File: src/rtl/segment_sequencer_pkg.sv
// Shared types and sizing for the segment sequencer and its point table.
package segment_sequencer_pkg;

   localparam int unsigned COORD_W    = 8;
   localparam int unsigned MAX_POINTS = 16;
   localparam int unsigned PT_ADDR_W  = 4;
   localparam int unsigned NUM_W      = 5;
   localparam int unsigned PT_W       = 2 * COORD_W;

   typedef enum logic [2:0] {
      IDLE   = 3'd0,
      LOAD   = 3'd1,
      RUN    = 3'd2,
      GAP    = 3'd3,
      FINISH = 3'd4
   } state_e;

   // Table entries are stored as {x,y}.
   function automatic logic [PT_W-1:0] pack_point(input logic [COORD_W-1:0] x,
                                                  input logic [COORD_W-1:0] y);
      return {x, y};
   endfunction

endpackage

File: src/rtl/segment_sequencer_point_table.sv
// 16-entry {x,y} point store: one synchronous write port, two combinational read ports.
module point_table
   import segment_sequencer_pkg::*;
(
   input  logic                 clk,
   input  logic                 we_i,
   input  logic [PT_ADDR_W-1:0] waddr_i,
   input  logic [PT_W-1:0]      wdata_i,
   input  logic [PT_ADDR_W-1:0] raddr_a_i,
   input  logic [PT_ADDR_W-1:0] raddr_b_i,
   output logic [PT_W-1:0]      rdata_a_c_o,
   output logic [PT_W-1:0]      rdata_b_c_o
);

   // Contents deliberately survive reset.
   logic [PT_W-1:0] mem_q [MAX_POINTS];

   always_ff @(posedge clk) begin
      if (we_i) begin
         mem_q[waddr_i] <= wdata_i;
      end
   end

   assign rdata_a_c_o = mem_q[raddr_a_i];
   assign rdata_b_c_o = mem_q[raddr_b_i];

endmodule

File: src/rtl/segment_sequencer.sv
// Walks a table of points and hands consecutive pairs to a line-drawing stage, one segment at a time.
module segment_sequencer
   import segment_sequencer_pkg::*;
(
   input  logic                 clk,
   input  logic                 rst,
   input  logic                 load_we,
   input  logic [PT_ADDR_W-1:0] load_addr,
   input  logic [COORD_W-1:0]   load_x,
   input  logic [COORD_W-1:0]   load_y,
   input  logic [NUM_W-1:0]     num_points,
   input  logic                 start,
   input  logic                 abort,
   input  logic                 line_done,
   output logic                 line_enable,
   output logic [COORD_W-1:0]   startx,
   output logic [COORD_W-1:0]   starty,
   output logic [COORD_W-1:0]   endx,
   output logic [COORD_W-1:0]   endy,
   output logic [PT_ADDR_W-1:0] seg_idx,
   output logic                 busy,
   output logic                 all_done
);

   state_e               state_q, state_d;
   logic [PT_ADDR_W-1:0] seg_idx_q, seg_idx_d;
   logic [NUM_W-1:0]     num_q, num_d;
   logic [COORD_W-1:0]   sx_q, sx_d, sy_q, sy_d, ex_q, ex_d, ey_q, ey_d;
   logic                 le_q, le_d, busy_q, busy_d, done_q, done_d;
   logic [PT_W-1:0]      rd_a_c, rd_b_c;
   logic [NUM_W-1:0]     num_clamp_c;
   logic                 tbl_we_c;

   assign tbl_we_c    = load_we && !abort && (state_q == IDLE || state_q == FINISH);
   assign num_clamp_c = (num_points > NUM_W'(MAX_POINTS)) ? NUM_W'(MAX_POINTS) : num_points;

   point_table u_point_table (
      .clk         (clk),
      .we_i        (tbl_we_c),
      .waddr_i     (load_addr),
      .wdata_i     (pack_point(load_x, load_y)),
      .raddr_a_i   (seg_idx_q),
      .raddr_b_i   (seg_idx_q + PT_ADDR_W'(1)),
      .rdata_a_c_o (rd_a_c),
      .rdata_b_c_o (rd_b_c)
   );

   // Next-state and registered-output logic.
   always_comb begin
      state_d   = state_q;
      seg_idx_d = seg_idx_q;
      num_d     = num_q;
      sx_d      = sx_q;
      sy_d      = sy_q;
      ex_d      = ex_q;
      ey_d      = ey_q;

      if (abort) begin
         state_d = IDLE;
      end else begin
         unique case (state_q)
            IDLE, FINISH: begin
               if (start) begin
                  seg_idx_d = '0;
                  num_d     = num_clamp_c;
                  state_d   = (num_points >= NUM_W'(2)) ? LOAD : FINISH;
               end
            end
            LOAD: begin
               sx_d    = rd_a_c[PT_W-1:COORD_W];
               sy_d    = rd_a_c[COORD_W-1:0];
               ex_d    = rd_b_c[PT_W-1:COORD_W];
               ey_d    = rd_b_c[COORD_W-1:0];
               state_d = RUN;
            end
            RUN: begin
               if (line_done) begin
                  if (NUM_W'(seg_idx_q) == num_q - NUM_W'(2)) begin
                     state_d = FINISH;
                  end else begin
                     seg_idx_d = seg_idx_q + PT_ADDR_W'(1);
                     state_d   = GAP;
                  end
               end
            end
            GAP:     state_d = LOAD;
            default: state_d = IDLE;
         endcase
      end

      // Enable rises one cycle into RUN, once the endpoints have settled, and drops as RUN is left.
      le_d   = (state_q == RUN) && (state_d == RUN);
      busy_d = (state_d == LOAD) || (state_d == RUN) || (state_d == GAP);
      done_d = (state_d == FINISH);
   end

   always_ff @(posedge clk or negedge rst) begin
      if (!rst) begin
         state_q   <= IDLE;
         seg_idx_q <= '0;
         num_q     <= '0;
         sx_q      <= '0;
         sy_q      <= '0;
         ex_q      <= '0;
         ey_q      <= '0;
         le_q      <= 1'b0;
         busy_q    <= 1'b0;
         done_q    <= 1'b0;
      end else begin
         state_q   <= state_d;
         seg_idx_q <= seg_idx_d;
         num_q     <= num_d;
         sx_q      <= sx_d;
         sy_q      <= sy_d;
         ex_q      <= ex_d;
         ey_q      <= ey_d;
         le_q      <= le_d;
         busy_q    <= busy_d;
         done_q    <= done_d;
      end
   end

   assign line_enable = le_q;
   assign startx      = sx_q;
   assign starty      = sy_q;
   assign endx        = ex_q;
   assign endy        = ey_q;
   assign seg_idx     = seg_idx_q;
   assign busy        = busy_q;
   assign all_done    = done_q;

endmodule

File: config.mk
export PLATFORM = sky130hd
export DESIGN_NAME = segment_sequencer
export DESIGN_NICKNAME = d
export VERILOG_FILES = /design/src/rtl/segment_sequencer_pkg.sv /design/src/rtl/segment_sequencer_point_table.sv /design/src/rtl/segment_sequencer.sv
export SDC_FILE = /design/constraint.sdc
export NUM_CORES = 1
export LEC_CHECK = 0
export ABC_AREA = 0
export BUFFER_PORTS_ARGS = -buffer_cell sky130_fd_sc_hd__buf_2
export CAP_MARGIN = 0
export CORE_ASPECT_RATIO = 1.75
export CORE_MARGIN = 5
export CORE_UTILIZATION = 60
export CTS_CLUSTER_SIZE = 8
export DETAILED_ROUTE_END_ITERATION = 6
export GPL_TIMING_DRIVEN = 0
export PLACE_DENSITY = 0.76
export SYNTH_ARGS = -nofsm -noshare
export SYNTH_HDL_FRONTEND = slang
export SYNTH_SLANG_ARGS = --single-unit
File: constraint.sdc
create_clock -name clk -period 4.5 [get_ports clk]
set_clock_uncertainty 0.1 [all_clocks]
set_input_delay 0 -clock clk [delete_from_list [all_inputs] [get_ports clk]]
set_output_delay 0 -clock clk [all_outputs]
set_load 0.01 [all_outputs]
## After elaboration in Yosys (flattened, before gate mapping)

Memory sizes are Yosys's and may differ from the RTL's. A register that Yosys moved wholly into a read port is not among the register bits.
Index checks and enable logic that the tools add are counted.

| storage, ports and cells | value |
|---|---|
| flip-flop bits (word level) | 15 |
| memories | 1 |
| output and inout port bits | 39 |
| bits in writable memories | 256 |

| operators by class | value |
|---|---|
| eq/ne operators | 12 |
| bitwise gates (word level) | 1 |
| $add $sub $neg | 2 |
| mux-type cells | 13 |
| $lt $le $gt $ge | 2 |
| reduce and logical (&&, ||, !) cells | 15 |

Memories:

| memory | depth | width | read ports | clocked after Yosys merged registers in | write ports | line | RTL |
|---|---|---|---|---|---|---|---|
| u_point_table.mem_q | 16 | 16 | 2 | 2 | 1 | segment_sequencer_point_table.sv:16 | `logic [PT_W-1:0] mem_q [MAX_POINTS];` |

Operators with widths:

| kind | count |
|---|---|
| $mux 3 | 5 |
| $eq 3x2->1 const B | 4 |
| $mux 4 | 3 |
| $pmux 3 s4 | 1 |
| $pmux 4 s2 | 1 |
| $eq 3x1->1 const B | 2 |
| $eq 3x3->1 const B | 2 |
| $ne 2x2->1 const B | 3 |
| $eq 4x5->1 | 1 |
| $ge 5x2->1 const B | 1 |
| $gt 5x5->1 const B | 1 |
| $mux 5 | 1 |
| $reduce_and 5->1 | 1 |
| $sub 5x2->5 const B | 1 |
| $add 4x1->4 const B | 1 |
| $logic_and 1x1->1 | 3 |
| $logic_not 1->1 | 3 |
| $logic_not 3->1 | 1 |
| $logic_or 1x1->1 | 3 |
| $reduce_and 3->1 | 1 |
| $mux 1 | 2 |
| $reduce_and 2->1 | 1 |
| $reduce_bool 2->1 | 1 |
| $reduce_or 2->1 | 1 |
| $not 1->1 | 1 |

## Logic depth before layout (Yosys ltp)

| logic depth | value |
|---|---|
| depth after elaboration | 9 |
| gate-level depth with buffers | 8 |

## Modules after synthesis

A second synthesis with hierarchy kept.

| second synthesis, totals | value |
|---|---|
| cell total of the unflattened synthesis | 711 |
| area total of the unflattened synthesis | 13733.2 sq um |

Modules (own cells, without submodules):

| module | instances | area each (sq um) | cells an instance |
|---|---|---|---|
| point_table | 1 | 11673.7 | 553 |
| segment_sequencer | 1 | 2059.5 | 158 |

## Worst setup path after synthesis

Ideal clock, no wire load.

| path | value |
|---|---|
| path type | register -> register |
| from | register state_q[0] |
| to | memory u_point_table.mem_q[0][0] (netlist name) (enable) |
| cell stages (with the launch flop) | 6 |
| arrival | 2.435 ns |
| setup time | 0.409 ns |
| data required time | 3.991 ns |
| path slack | 1.556 ns |
| period minus slack after synthesis | 2.944 ns |
| path through | dfrtp_1 clkbuf_1 nor3_1 nand2_1 or3_1 nor3_1 |

| on the way | value |
|---|---|
| word-level cells in the longest chain between the ends | 5 |
| elaborated cells on any way between the ends | 6 |
| those cells by class | eq/ne: 1; mux: 2; reduce/logical: 3 |

RTL lines:

| element | line | RTL |
|---|---|---|
| from (decl) | segment_sequencer.sv:25 | `state_e state_q, state_d;` |
| from (signal assigned) | segment_sequencer.sv:110 | `state_q <= state_d;` |
| $eq 3x3->1 or $logic_not 3->1 (tied branches) | segment_sequencer.sv:34 | `assign tbl_we_c = load_we && !abort && (state_q == IDLE \|\| state_q == FINISH);` |
| $logic_or 1x1->1 * | segment_sequencer.sv:34 |  |
| $logic_and 1x1->1 * | segment_sequencer.sv:34 |  |
| $mux 1 * | segment_sequencer_point_table.sv:19 | `if (we_i) begin` |
| $mux 1 (implied by the code) * | segment_sequencer_point_table.sv:20 | `mem_q[waddr_i] <= wdata_i;` |
| to (decl) | segment_sequencer_point_table.sv:16 |  |

Every way passes the cells marked *; elsewhere a longest branch is shown, timed or not.

## Final worst setup path

| path | value |
|---|---|
| from | register seg_idx_q[1] (netlist: seg_idx[1]) |
| to | register ex_q[0] (netlist: endx[0]) |

| on the way | value |
|---|---|
| word-level cells in the longest chain between the ends | 1 |

RTL lines:

| element | line | RTL |
|---|---|---|
| from (decl) | segment_sequencer.sv:26 | `logic [PT_ADDR_W-1:0] seg_idx_q, seg_idx_d;` |
| from (signal assigned) | segment_sequencer.sv:111 | `seg_idx_q <= seg_idx_d;` |
| $add 4x1->4 | segment_sequencer.sv:43 | `.raddr_b_i (seg_idx_q + PT_ADDR_W'(1)),` |
| to (signal assigned) | segment_sequencer.sv:104 | `ex_q <= '0;` |
| to (signal assigned) | segment_sequencer.sv:115 | `ex_q <= ex_d;` |
| to (decl) | segment_sequencer.sv:28 | `logic [COORD_W-1:0] sx_q, sx_d, sy_q, sy_d, ex_q, ex_d, ey_q, ey_d;` |

No other way between the ends.
A chain may end at the register's enable or synchronous reset.

==> summary.md <==
| Metric | Value |
|---|---|
| Status | finished clean |
| Share of cells above drive strength 1 | 45.6% |
| Crit path max-delay cell type | mux4_2 |
| Initial antenna violation count | 0 |
| WL/cell | 35.2 um |
| Critical path fanouts, max | 10 |
| Grt total ovfl | 0 |
| Internal Pwr Total | 6.15 mW |
| DRC Markers | 0 |
| Cell count after synthesis | 635 |
| Synth Register Bits | 303 |
| Final worst-path cycle share | 75.4% |
| Crit path time final | 3390 ps |
| Critical path type | reg -> reg |
| Die Footprint | 26000 um^2 |
| Clock sink count | 303 |
| Worst slew margin | 18.5% |
| Achievable frequency | 295 MHz |
| Peak supply drop | 0.338 mV |
| Antenna viol nets, final | 0 |
| Comb power frac | 25.0% |
| Ant diodes | 0 |
| Final core occ | 72.5% |
| CTS tree | built |
| CP peak stage delay | 500 ps |
| Power density cells | 515 nW/um^2 |
| GPL Wtd Cong | 0.835 |
| Worst Tran Pin Value | 1220 ps |
| Post-synthesis sequential area ratio | 64.9% |
| Hold_ws | 93.6 ps |
| Total Wirelength | 39900 um |
| Die Height | 210 um |
| Tot GR Track Use | 32.0% |
| Num CTS Buffers | 43 |
| First-pass GRT wire length | 57400 um |
| Clock share of power | 35.3% |
| Fill count | 1301 |
| Post-DP HPWL | 25700 um |
| Clock transition at the registers of the reported paths | 50 ps |
| Crit path DAT | 3690 ps |
| Crit. End Element | flop |
| Min setup slack post-route | 1110 ps |
| Placed Cells incl. Taps | 1024 |
| Setup_tns | 0 ps |
| Post-DP Area | 14800 um^2 |
| Number of max-cap violations | 0 |
| Mapped Area | 13700 um^2 |
| Largest net degree at the start of global routing | 48 |
| Cells along the critical path | ha_1 > buf_6 > buf_2 > buf_2 > mux4_2 > mux4_2 > mux2_4 |
| Initial Utilization | 60.5% |
| Final number of hold-violating endpoints | 0 |
| Final cell count without fillers | 1133 |
| Design Power | 8.43 mW |
| Vias | 8012 |
| Row cnt | 73 |
| Commonest cells after routing, fill and taps aside | edfxtp_1, mux4_2, buf_2 |
| Lkg Pwr | 5.48 nW |
| Commonest non-fill, non-tap cell in the layout | edfxtp_1 |
| RSZ-0062 raised after global routing | false |
| CTS max path bufs | 3 |
| Vias per Instance | 7.07 |
| Root buffer cell | clkbuf_16 |
| Post-CTS Setup Inserts | 0 |
| Chip Width | 124 um |
| DRT Pass-1 Iters | 5 |
| Switch Pwr | 2.28 mW |
| PortBufs | 69 |
| Average size of a mapped cell | 21.5 um^2 |
| CP Launch Type | flop |
| Place WS | 1060 ps |
| Slew Viols, Final | 0 |
| Seq pwr share | 39.7% |
| Core Box Area | 22600 um^2 |
| Setup violations, final | 0 |
| Vias in the first global route | 8585 |
| Initial DRC count | 923 |
| Max H-tree Level | 2 |
| Worst-Skew Late Latency | 520 ps |
| Yosys warns | 0 |
| Crit path max-delay family | multiplexers |
| Syn_nets | 668 |
| Worst path required time | 4800 ps |
| Switching portion of total power | 27.0% |
| Area grow syn2layout | 19.9% |
| IO Pins | 70 |
| # nets final | 833 |
| Fin area | 16400 um^2 |
| CP bufs+invs | 3 |
| Worst hold path class | in -> reg |
| Netlist cell types | 38 |
## path summary, 6_finish.rpt
path / slack, ps / start / to / cells past startpoint
worst max-delay path: 1110 / seg_idx[1]$_DFFE_PN0P_ / endx[0]$_DFFE_PN0P_ / 7
worst min-delay path: 90 / load_addr[3] / u_point_table.mem_q[8][6]$_DFFE_PP_ / 3
worst max register to register: 1110 / seg_idx[1]$_DFFE_PN0P_ / endx[0]$_DFFE_PN0P_ / 7
worst min register to register: 400 / starty[4]$_DFFE_PN0P_ / starty[4]$_DFFE_PN0P_ / 1
max in group asynchronous: 3350 / rst / starty[1]$_DFFE_PN0P_ / 2
min in group asynchronous: 180 / rst / num_q[2]$_DFFE_PN0P_ / 2
## layout make-up
type,instances,area [um^2],share of cell area [%]
inverter,4,15.0,0.0917
multi-input combinational,287,4600,28.1
tap,300,375,2.29
sequential,303,8860,54.2
buffer,41,236,1.44
clock buffer,78,1250,7.64
timing repair buffer,120,1030,6.29
## layer usage
| metal | share of wire, % | GRT usage (%) |
|---|---|---|
| met2 | 52 | 53.0 |
| met1 | 32 | 39.0 |
| met4 | 6.1 | 17.2 |
| met5 | 0 | 0 |
| met3 | 10 | 7.28 |
## synth_stat cells, drive strengths merged
| master | instances | area [um^2] |
|---|---|---|
| mux4 | 160 | 3600 |
| a2111o | 1 | 11.3 |
| nand4 | 1 | 6.26 |
| or2 | 1 | 6.26 |
| nor4b | 1 | 8.76 |
| nand2 | 15 | 56.3 |
| o21ai | 7 | 35.0 |
| and3b | 1 | 8.76 |
| a31oi | 1 | 6.26 |
| nor2b | 1 | 6.26 |
| dfrtp | 47 | 1180 |
| a21oi | 2 | 10.0 |
| nor2 | 22 | 82.6 |
| mux2 | 33 | 402 |
| inv | 4 | 15.0 |
| xor2 | 3 | 26.3 |
| o22a | 1 | 8.76 |
| o211ai | 1 | 7.51 |
| buf | 35 | 214 |
| nand2b | 9 | 56.3 |
| or3 | 1 | 6.26 |
| nor4 | 3 | 18.8 |
| nor3 | 11 | 60.1 |
| nand3 | 1 | 5.00 |
| mux2i | 4 | 40.0 |
| clkbuf | 6 | 22.5 |
| a21boi | 1 | 7.51 |
| o21ba | 1 | 10.0 |
| xnor2 | 2 | 17.5 |
| and2 | 1 | 6.26 |
| edfxtp | 256 | 7690 |
| ha | 2 | 25.0 |
## power by group through the flow
stage / logic [mW] / registers (mW) / clock network [mW]
6_report: 2.11 / 3.35 / 2.97
3_3_place_gp: 2.03 / 3.38 / 0
3_5_place_dp: 2.08 / 3.39 / 0
5_1_grt: 2.22 / 3.36 / 3.12
2_1_floorplan: 1.32 / 3.44 / 0
4_1_cts: 2.12 / 3.34 / 2.99
## cell families (layout without fill, tap and decap cells)
| group | after synthesis | in the layout | share of synthesized area, % |
|---|---|---|---|
| DFF | 303 | 303 | 64.9 |
| muxes | 197 | 197 | 29.6 |
| and+or+nand+nor | 68 | 68 | 2.40 |
| buffers and inverters | 45 | 243 | 1.84 |
| AOI/OAI and AO/OA | 15 | 15 | 0.706 |
| xor gates and xnor gates | 5 | 5 | 0.321 |
| adders and majority gates | 2 | 2 | 0.183 |
## flip-flops by register name, indices dropped and copies added, names as in the netlist, 3 cells and up
signal,cells
starty,8
num_q,5
u_point_table.mem_q,256
endy,8
state_q,3
endx,8
seg_idx,4
startx,8
## what timing repair did
action	CTS	global route
hold buffers	31	0
endpoints found under the hold margin	327	0
resized for setup	0	0
## worst register-to-register path: cells and delay by family (launching register included)
family / cells / cell delay (ps)
adders and majority gates: 1 / 380
DFF: 1 / 480
buffers and inverters: 3 / 1160
muxes: 3 / 1160
Note: power is estimated with default switching activity, not from simulation.
